$ cat config.mk
export PLATFORM = sky130hd
export DESIGN_NAME = stream_demux_1_to_n
export DESIGN_NICKNAME = d
export VERILOG_FILES = /design/src/rtl/cnn_stream_pkg.sv /design/src/rtl/demux_out_slot.sv /design/src/rtl/stream_demux_1_to_n.sv
export SDC_FILE = /design/constraint.sdc
export NUM_CORES = 1
export LEC_CHECK = 0
export CAP_MARGIN = 20
export CORE_ASPECT_RATIO = 0.6
export CORE_MARGIN = 4
export CORE_UTILIZATION = 41
export CTS_CLUSTER_SIZE = 40
export DETAILED_ROUTE_END_ITERATION = 10
export PLACE_DENSITY_LB_ADDON = 0.3
export SYNTH_ARGS = -nofsm -noshare
export SYNTH_HDL_FRONTEND = slang
export SYNTH_SLANG_ARGS = --single-unit
$ cat constraint.sdc
create_clock -name clk -period 1.6 [get_ports clk]
set_input_delay 0.32 -clock clk [delete_from_list [all_inputs] [get_ports clk]]
set_output_delay 0.32 -clock clk [all_outputs]
set_load 0.01 [all_outputs]
$ cat src/rtl/cnn_stream_pkg.sv
`default_nettype none
// ============================================================================
// Module      : cnn_stream_pkg
// Description : Shared definitions for the CNN feature-map streaming blocks:
//               default beat width, handshake constants, routing-decision
//               encoding and a constant-foldable ceil(log2) helper.
// Ports       : none (package)
// Revision    : 1.0 - initial release
// ============================================================================
package cnn_stream_pkg;

    // Default width of one feature-map beat.
    localparam int c_DEFAULT_DATA_WIDTH = 16;

    // A beat aimed at a channel that does not exist is always swallowed, so
    // the upstream never deadlocks on a bad select value.
    localparam logic c_READY_ON_DROP = 1'b1;

    // What the demux does with the input beat in the current cycle.
    typedef enum logic [1:0] {
        ROUTE_IDLE  = 2'd0,  // no beat presented
        ROUTE_LOAD  = 2'd1,  // beat written into the target slot
        ROUTE_STALL = 2'd2,  // target slot full and not draining
        ROUTE_DROP  = 2'd3   // target out of range, beat discarded
    } route_e;

    // ceil(log2(value)); returns 0 for value <= 1. Elaboration-time use only.
    function automatic int clog2(input int value);
        int result;
        result = 0;
        for (int i = 0; i < 31; i++) begin
            if ((1 << i) < value) begin
                result = i + 1;
            end
        end
        return result;
    endfunction

endpackage : cnn_stream_pkg
`default_nettype wire

$ cat src/rtl/demux_out_slot.sv
`default_nettype none
// ============================================================================
// Module      : demux_out_slot
// Description : One-entry output holding register with valid/ready. Loading
//               and draining in the same cycle keeps valid high with the new
//               data. Draining without a load clears valid but keeps the data.
// Ports       : clk        - rising-edge clock
//               rst        - synchronous active-high reset (clears data too)
//               i_load     - write i_data into the slot this cycle
//               i_data     - beat to store
//               i_ready    - downstream consumer ready
//               o_data     - held beat
//               o_valid    - slot holds a beat
//               o_can_load - slot can take a beat this cycle (empty or draining)
// Revision    : 1.0 - initial release
// ============================================================================
module demux_out_slot
    import cnn_stream_pkg::*;
#(
    parameter int DATA_WIDTH = c_DEFAULT_DATA_WIDTH
) (
    input  logic                  clk,
    input  logic                  rst,
    input  logic                  i_load,
    input  logic [DATA_WIDTH-1:0] i_data,
    input  logic                  i_ready,
    output logic [DATA_WIDTH-1:0] o_data,
    output logic                  o_valid,
    output logic                  o_can_load
);

    logic                  r_valid_q;
    logic                  w_valid_d;
    logic [DATA_WIDTH-1:0] r_data_q;
    logic [DATA_WIDTH-1:0] w_data_d;

    always_comb begin
        w_valid_d = r_valid_q;
        w_data_d  = r_data_q;
        if (i_load) begin
            w_valid_d = 1'b1;
            w_data_d  = i_data;
        end else if (r_valid_q && i_ready) begin
            // Data is deliberately left in place after a drain.
            w_valid_d = 1'b0;
        end
    end

    always_ff @(posedge clk) begin
        if (rst) begin
            r_valid_q <= 1'b0;
            r_data_q  <= '0;
        end else begin
            r_valid_q <= w_valid_d;
            r_data_q  <= w_data_d;
        end
    end

    // Pass-through ready: a full slot can accept when it drains this cycle.
    assign o_can_load = !r_valid_q || i_ready;
    assign o_valid    = r_valid_q;
    assign o_data     = r_data_q;

endmodule : demux_out_slot
`default_nettype wire

$ cat src/rtl/stream_demux_1_to_n.sv
`default_nettype none
// ============================================================================
// Module      : stream_demux_1_to_n
// Description : Registered 1-to-N_OUT stream demultiplexer. Each accepted
//               input beat is written into one per-channel holding slot,
//               chosen by sel (auto_mode=0) or by a round-robin pointer that
//               advances every BURST_LEN accepted beats (auto_mode=1).
//               Beats aimed at a non-existent channel are consumed and
//               flagged with a one-cycle drop_err pulse.
// Ports       : clk        - rising-edge clock
//               reset      - synchronous active-high reset
//               din        - input beat
//               din_valid  - input beat present
//               din_ready  - input accepted on din_valid & din_ready (comb.)
//               sel        - explicit target channel (auto_mode=0)
//               auto_mode  - 1: round-robin routing, 0: sel routing
//               dout       - channel k at [k*DATA_WIDTH +: DATA_WIDTH]
//               dout_valid - per-channel valid
//               dout_ready - per-channel ready
//               cur_ch     - current round-robin pointer
//               drop_err   - pulse one cycle after an out-of-range beat
// Revision    : 1.0 - initial release
// ============================================================================
module stream_demux_1_to_n
    import cnn_stream_pkg::*;
#(
    parameter int  DATA_WIDTH = c_DEFAULT_DATA_WIDTH,
    parameter int  N_OUT      = 5,
    parameter int  BURST_LEN  = 4,
    localparam int SEL_WIDTH  = clog2(N_OUT)
) (
    input  logic                        clk,
    input  logic                        reset,
    input  logic [DATA_WIDTH-1:0]       din,
    input  logic                        din_valid,
    output logic                        din_ready,
    input  logic [SEL_WIDTH-1:0]        sel,
    input  logic                        auto_mode,
    output logic [N_OUT*DATA_WIDTH-1:0] dout,
    output logic [N_OUT-1:0]            dout_valid,
    input  logic [N_OUT-1:0]            dout_ready,
    output logic [SEL_WIDTH-1:0]        cur_ch,
    output logic                        drop_err
);

    // Burst counter needs at least one bit even when BURST_LEN is 1.
    localparam int CNT_WIDTH = (BURST_LEN > 1) ? clog2(BURST_LEN) : 1;

    // N_OUT widened by one bit so the range test also works when N_OUT is
    // an exact power of two.
    localparam logic [SEL_WIDTH:0]   c_N_OUT_EXT = (SEL_WIDTH + 1)'(N_OUT);
    localparam logic [SEL_WIDTH-1:0] c_PTR_LAST  = SEL_WIDTH'(N_OUT - 1);
    localparam logic [CNT_WIDTH-1:0] c_CNT_LAST  = CNT_WIDTH'(BURST_LEN - 1);

    logic [SEL_WIDTH-1:0] w_target;
    logic                 w_in_range;
    logic [N_OUT-1:0]     w_hit;
    logic [N_OUT-1:0]     w_slot_can_load;
    logic [N_OUT-1:0]     w_load;
    logic                 w_tgt_can_load;
    logic                 w_accept;
    route_e               w_route;

    logic [SEL_WIDTH-1:0] r_ptr_q;
    logic [SEL_WIDTH-1:0] w_ptr_d;
    logic [CNT_WIDTH-1:0] r_cnt_q;
    logic [CNT_WIDTH-1:0] w_cnt_d;
    logic                 r_drop_q;
    logic                 w_drop_d;

    // ------------------------------------------------------------------
    // Target selection and ready. Only the target channel's slot state and
    // dout_ready feed din_ready; other channels are masked off by w_hit.
    // ------------------------------------------------------------------
    always_comb begin
        w_target   = auto_mode ? r_ptr_q : sel;
        w_in_range = ({1'b0, w_target} < c_N_OUT_EXT);
        w_hit      = '0;
        for (int k = 0; k < N_OUT; k++) begin
            w_hit[k] = (w_target == SEL_WIDTH'(k));
        end
        w_tgt_can_load = |(w_hit & w_slot_can_load);
    end

    always_comb begin
        w_route = ROUTE_IDLE;
        if (din_valid) begin
            if (!w_in_range) begin
                w_route = ROUTE_DROP;
            end else if (w_tgt_can_load) begin
                w_route = ROUTE_LOAD;
            end else begin
                w_route = ROUTE_STALL;
            end
        end
    end

    assign din_ready = w_in_range ? w_tgt_can_load : c_READY_ON_DROP;
    assign w_accept  = (w_route == ROUTE_LOAD) || (w_route == ROUTE_DROP);
    assign w_load    = (w_route == ROUTE_LOAD) ? w_hit : '0;
    assign w_drop_d  = (w_route == ROUTE_DROP);

    // ------------------------------------------------------------------
    // Round-robin pointer / burst counter. In select mode both are pinned
    // at zero so re-entering auto mode always starts a fresh burst on ch0.
    // ------------------------------------------------------------------
    always_comb begin
        w_ptr_d = r_ptr_q;
        w_cnt_d = r_cnt_q;
        if (!auto_mode) begin
            w_ptr_d = '0;
            w_cnt_d = '0;
        end else if (w_accept) begin
            if (r_cnt_q == c_CNT_LAST) begin
                w_cnt_d = '0;
                w_ptr_d = (r_ptr_q == c_PTR_LAST) ? '0 : r_ptr_q + 1'b1;
            end else begin
                w_cnt_d = r_cnt_q + 1'b1;
            end
        end
    end

    always_ff @(posedge clk) begin
        if (reset) begin
            r_ptr_q  <= '0;
            r_cnt_q  <= '0;
            r_drop_q <= 1'b0;
        end else begin
            r_ptr_q  <= w_ptr_d;
            r_cnt_q  <= w_cnt_d;
            r_drop_q <= w_drop_d;
        end
    end

    assign cur_ch   = r_ptr_q;
    assign drop_err = r_drop_q;

    // ------------------------------------------------------------------
    // Per-channel holding slots.
    // ------------------------------------------------------------------
    for (genvar k = 0; k < N_OUT; k++) begin : g_slot
        demux_out_slot #(
            .DATA_WIDTH (DATA_WIDTH)
        ) u_slot (
            .clk        (clk),
            .rst        (reset),
            .i_load     (w_load[k]),
            .i_data     (din),
            .i_ready    (dout_ready[k]),
            .o_data     (dout[k*DATA_WIDTH +: DATA_WIDTH]),
            .o_valid    (dout_valid[k]),
            .o_can_load (w_slot_can_load[k])
        );
    end

endmodule : stream_demux_1_to_n
`default_nettype wire

* After elaboration in Yosys (flattened, before gate mapping)
Index checks and enable logic that the tools add are counted.
** Storage, ports and cells
- Bits in read-only memories :: 0
- Memories :: 0
- Output and inout port bits :: 90
- Logic and storage cells :: 69
- Bits in latches :: 0
- Flip-flop bits (word level) :: 91
- RAM bits :: 0
- Bits of input ports :: 28
** Operators by class
- Shift operators :: 0
- Equal/unequal tests :: 8
- Bitwise operators :: 2
- Div/mod/pow operators :: 0
- Multipliers :: 0
- Mux-type cells :: 18
- $lt $le $gt $ge :: 1
- Add/sub/neg operators :: 2
- Reductions and logical operators :: 25
** Operator list (number)
- 1-bit 2-to-1 mux :: 11
- 2-bit nonzero test :: 5
- 2-bit 2-to-1 mux :: 4
- 3-bit by 2-bit equality test with 1-bit output, second input constant :: 2
- 3-bit equality test, second input constant :: 2
- 1-bit logical OR :: 6
- 3-bit 2-to-1 mux :: 2
- 5-bit AND :: 1
- 1-bit logical AND :: 5
- 1-bit logical NOT :: 5
- 5-bit 2-to-1 mux :: 1
- 5-bit OR reduction :: 1
- 2-bit equality test, second input constant :: 2
- 3-bit by 1-bit adder with 3-bit output, second input constant :: 1
- 3-bit by 1-bit equality test with 1-bit output, second input constant :: 1
- 3-bit logical NOT :: 1
- 3-bit less-than comparator, second input constant :: 1
- 2-bit by 1-bit adder with 2-bit output, second input constant :: 1
- 2-bit by 1-bit equality test with 1-bit output, second input constant :: 1
- 2-bit AND reduction :: 1
- 2-bit OR reduction :: 1
- 1-bit inverter :: 1

* Logic depth before layout (Yosys ltp)
- Word-level depth :: 10
- Depth in mapped cells :: 8
- Mapped depth without buffers :: 5

* Cells and area by module
Synthesis repeated with hierarchy kept, for this count alone.
** Unflattened totals
- Cell total of the unflattened synthesis :: 349
- Area, all modules :: 3671.0 µm²
** Modules (own cells, without submodules)
- demux_out_slot :: times used 5, area an instance 616.8 µm², cells an instance 56
- stream_demux_1_to_n :: times used 1, area an instance 586.8 µm², cells an instance 69

* Worst setup path before layout
No wires, ideal clock.
- Kind :: in2reg
- Start :: input port auto_mode
- End :: register r_cnt_q[1]
- Data required time :: 1.484 ns
- Setup slack :: -0.108 ns
- Library setup time :: 0.116 ns
- Stages on the path :: 6
- Data arrival time :: 1.591 ns
- Cells stage by stage :: buf_4 > or3b_2 > a21oi_1 > a22o_1 > a21oi_1 > a41o_1
** On the way
- Longest elaborated chain between the ends :: 9
** Ends and longest elaborated chain
- start: declaration :: line stream_demux_1_to_n.sv:38 : input logic auto_mode,
- 3-bit 2-to-1 mux :: line stream_demux_1_to_n.sv:76 : w_target = auto_mode ? r_ptr_q : sel;
- 3-bit by 1-bit equality test with 1-bit output (tied with other cells) :: line stream_demux_1_to_n.sv:80 : w_hit[k] = (w_target == SEL_WIDTH'(k));
- 5-bit AND :: line stream_demux_1_to_n.sv:82 : w_tgt_can_load = |(w_hit & w_slot_can_load);
- 5-bit OR reduction :: line stream_demux_1_to_n.sv:82
- 2-bit 2-to-1 mux :: line stream_demux_1_to_n.sv:90 : end else if (w_tgt_can_load) begin
- 2-bit 2-to-1 mux :: line stream_demux_1_to_n.sv:88 : if (!w_in_range) begin
- 2-bit 2-to-1 mux :: line stream_demux_1_to_n.sv:87 : if (din_valid) begin
- 2-bit by 1-bit equality test with 1-bit output / 2-bit equality test (equally long branches) :: line stream_demux_1_to_n.sv:99 : assign w_accept = (w_route == ROUTE_LOAD) || (w_route == ROUTE_DROP);
- 1-bit logical OR :: line stream_demux_1_to_n.sv:99
- end signal: assignment :: line stream_demux_1_to_n.sv:130 : r_cnt_q <= w_cnt_d;
- end: declaration :: line stream_demux_1_to_n.sv:66 : logic [CNT_WIDTH-1:0] r_cnt_q;
Parallel ways exist; a longest one is shown, timed or not.
A chain may end at the register's enable or synchronous reset.

* Worst setup path after layout
- Start :: input port dout_ready[4]
- End :: output port din_ready
** On the way
- Longest elaborated chain between the ends :: 4
** Ends and longest elaborated chain
- start: declaration :: line stream_demux_1_to_n.sv:41 : input logic [N_OUT-1:0] dout_ready,
- 1-bit logical OR :: line demux_out_slot.sv:60 : assign o_can_load = !r_valid_q || i_ready;
- 5-bit AND :: line stream_demux_1_to_n.sv:82
- 5-bit OR reduction :: line stream_demux_1_to_n.sv:82
- 1-bit 2-to-1 mux :: line stream_demux_1_to_n.sv:98 : assign din_ready = w_in_range ? w_tgt_can_load : c_READY_ON_DROP;
- end: declaration :: line stream_demux_1_to_n.sv:36 : output logic din_ready,
No other way between the ends.

==> flow_metrics.py <==
metrics = {
    "floorplan": {
        "row_count": 25,
        "core_um2": 8070,
        "pin_count": 118,
        "die_y_um": 79.35,
        "die_x_um": 126.9,
        "floorplan.initialDensity": 0.4310,
        "die-area_um2": 10070,
    },
    "sta": {
        "fmax_mhz": 551.1,
        "finalWorstPathRequiredPeriod_ps": 1815,
        "grt_setup_unrepaired": "yes",
        "setup_tns_ps": -1917,
        "slew_headroom": 0.5633,
        "fin_hold_ws_ps": 328.8,
        "clock_skew_ps": 5.121,
        "timing_hold_violations_final": 0,
        "slew_violations": 0,
        "timing.final.crit_share": 1.134,
        "fin_ws_ps": -214.5,
        "tightest_slew_ps": 655.0,
        "setup_violations": 54,
    },
    "global_route": {
        "overflow": 0,
        "grt_max_degree": 60,
        "grt_pass1_wl_um": 15500,
        "grtUsageTotal": 0.1953,
        "grt_pass1_vias": 2960,
        "antenna_found_initial": 0,
    },
    "status": {
        "outcome": "finished, violations left",
        "violations": "negative setup slack",
    },
    "routing": {
        "wl_per_cell_um": 16.92,
        "drt-pass1-iter-count": 4,
        "drt_wl_total_um": 10310,
        "drtAntennaViolNets": 0,
        "drtIter0Drc": 184,
        "post_drt_via_cell_ratio": 5.033,
        "drc": 0,
        "vias": 3065,
    },
    "setup_path": {
        "critPathBufInv": 2,
        "path_class": "in2out",
        "cpMaxStageDelayCell": "clkdlybuf4s50_1",
        "crit_required_ps": 1280,
        "crit_family": "buffers and inverters",
        "path_cells": "clkdlybuf4s50_1, nand2b_4, a21oi_2, a22o_1, a21oi_2, buf_2",
        "cp_max_fo": 3,
        "end_kind": "output pin",
        "start_kind": "input pin",
        "cpMostUsedCell": "a21oi_2",
        "arrival_ps": 1490,
        "slowest_delay_ps": 460,
    },
    "placement": {
        "port_buffers": 117,
        "dp_hpwl_um": 6809,
        "routabilityCongestion": 0.8750,
        "placed_area_um2": 4933,
    },
    "yosys": {
        "ys_warn_count": 0,
        "synth_mux_area_frac": 0.2022,
        "synth-seq-area-share": 0.5237,
        "synthArstFlopShare": 0,
        "synth_flop_cell": "dfxtp_1",
        "syn_nets": 389,
        "yosys.area.top_type": "dfxtp_1",
        "ys_seq_elements": 91,
        "synthAdderAreaFrac": 0.01079,
        "synth_top_family_by_area": "multiplexers",
        "avgSynthCellArea_um2": 9.716,
        "syn_inst": 358,
        "synth_compound_area_frac": 0.06403,
        "ys_top_cells_by_area": "dfxtp_1, mux2i_1, nor2_1",
        "synth-edff-count": 0,
        "synth.cell_area_um2": 3478,
        "synthSimpleGateAreaFrac": 0.1511,
        "synth_top_area_frac": 0.5237,
        "synth.lib_cells_used.distinct": 31,
        "synth_xor_area_frac": 0,
    },
    "final_layout": {
        "drive_gt1_frac": 0.1856,
        "fillers": 598,
        "final_common_cell": "dfxtp_1",
        "syn_to_final_growth_pct": 61.98,
        "antenna_cells": 0,
        "final_nets": 527,
        "layout_common_cells": "dfxtp_1, clkdlybuf4s50_1, nor2_1, mux2i_1, nand2_1",
        "final_util": 0.6981,
        "fin_area_um2": 5634,
    },
    "power_and_ir_drop": {
        "p_per_area_nw_per_um2": 927.1,
        "swShare": 0.2161,
        "p_comb_frac": 0.102,
        "p_sw_mw": 1.129,
        "pwr-share-clk": 0.448,
        "p_leak_nw": 2.891,
        "irDropWorstVdd_uv": 510.0,
        "p_int_mw": 4.094,
        "p_seq_frac": 0.449,
    },
    "min_path": {
        "min_path_type": "in2reg",
    },
    "clock_network": {
        "clock_sinks": 91,
        "cts_root_buffer": "clkbuf_16",
        "clkTransAtPathRegs_ps": 60,
        "htree_levels": 3,
        "cts_tree": "done",
        "clk_latency_ps": 330,
        "clock_path_buffers": 2,
        "cts_buffers": 9,
    },
    "run": {
        "drv_cap": 0,
    },
}
## area by class of cell
type                    count  area, um2  area share
multi-input cells         235       1674      0.2971
clock buffers              13      270.3     0.04797
clock inverters             3      68.82     0.01221
inverters                   4      15.01    0.002665
repair buffers            155       1645      0.2920
flip-flops and latches     91       1826      0.3240
well taps                 108      135.1     0.02398
## cell usage after synthesis, types with 3 or more instances
cell and instances:
a21oi_1 23, buf_2 5, buf_4 9, clkbuf_1 13, dfxtp_1 91, ha_1 3
inv_1 4, mux2i_1 68, nand2_1 38, nand2b_1 6, nand3_1 7, nor2_1 68
## power by group through the flow
stage	clock [mW]	sequential [mW]	combinational (mW)
floorplan	0	2.42	0.180
global placement	0	2.39	0.466
detailed placement	0	2.40	0.473
CTS	2.39	2.35	0.483
global route	2.49	2.35	0.571
finish	2.34	2.35	0.535
## kinds of logic after synthesis
| group | count (synthesis) |
|---|---|
| AO/OA/AOI/OAI | 36 |
| flip-flops | 91 |
| multiplexers | 69 |
| adder cells (fa/ha/maj) | 3 |
| buffers and inverters | 32 |
| AND/OR/NAND/NOR | 127 |
## layer usage
layer  wire length [um]  track usage  part of all wire  up-vias
met4                 76      0.04711            0.0074        0
met5                  0            0                 0        -
met2               4498       0.2943              0.44       99
li1                   -            -                 -     1475
met1               4925       0.2561              0.48     1481
met3                806      0.08871             0.078       10
## through the flow
step                      cells  total power, mW  setup slack, ps
after global routing        609            5.414           -234.7
after CTS                   604            5.218           -199.1
after floorplan             358            2.595            3.319
final                       609            5.223           -214.5
after detailed placement    586            2.870           -937.1
after global placement      586            2.860           -920.5
## worst register-to-register path: stages (launching register included)
cell	delay (ps)
dfxtp_2	350
buf_4	120
inv_1	40
a31o_2	220
buf_6	140
a21o_1	190
o311a_1	330
a41o_1	200
## worst paths after layout
kind / startpoint / end / slack (ps) / depth (start not counted)
worst max-delay path: dout_ready[4] / din_ready / -210 / 6
worst min-delay path: reset / drop_err / 330 / 3
worst max register to register: cur_ch[2] / cur_ch[2] / -90 / 7
worst min register to register: g_slot[0].u_slot.o_data[6] / g_slot[0].u_slot.o_data[6] / 450 / 2
## flip-flops by register name (all words and copies together), names as in the netlist
register / cells
g_slot.u_slot.o_data: 80
g_slot.u_slot.o_valid: 5
cur_ch: 3
r_cnt_q: 2
drop_err: 1
## timing repair
| action | 4_1_cts | 5_1_grt |
|---|---|---|
| hold buffers | 0 | 0 |
| resized for setup | 33 | 52 |
| pin swaps | 5 | 6 |
| setup buffers | 2 | 1 |
| cloned | 0 | 4 |
| endpoints found under the setup margin | 94 | 92 |
No activity file was read; power rests on OpenSTA's default activity.
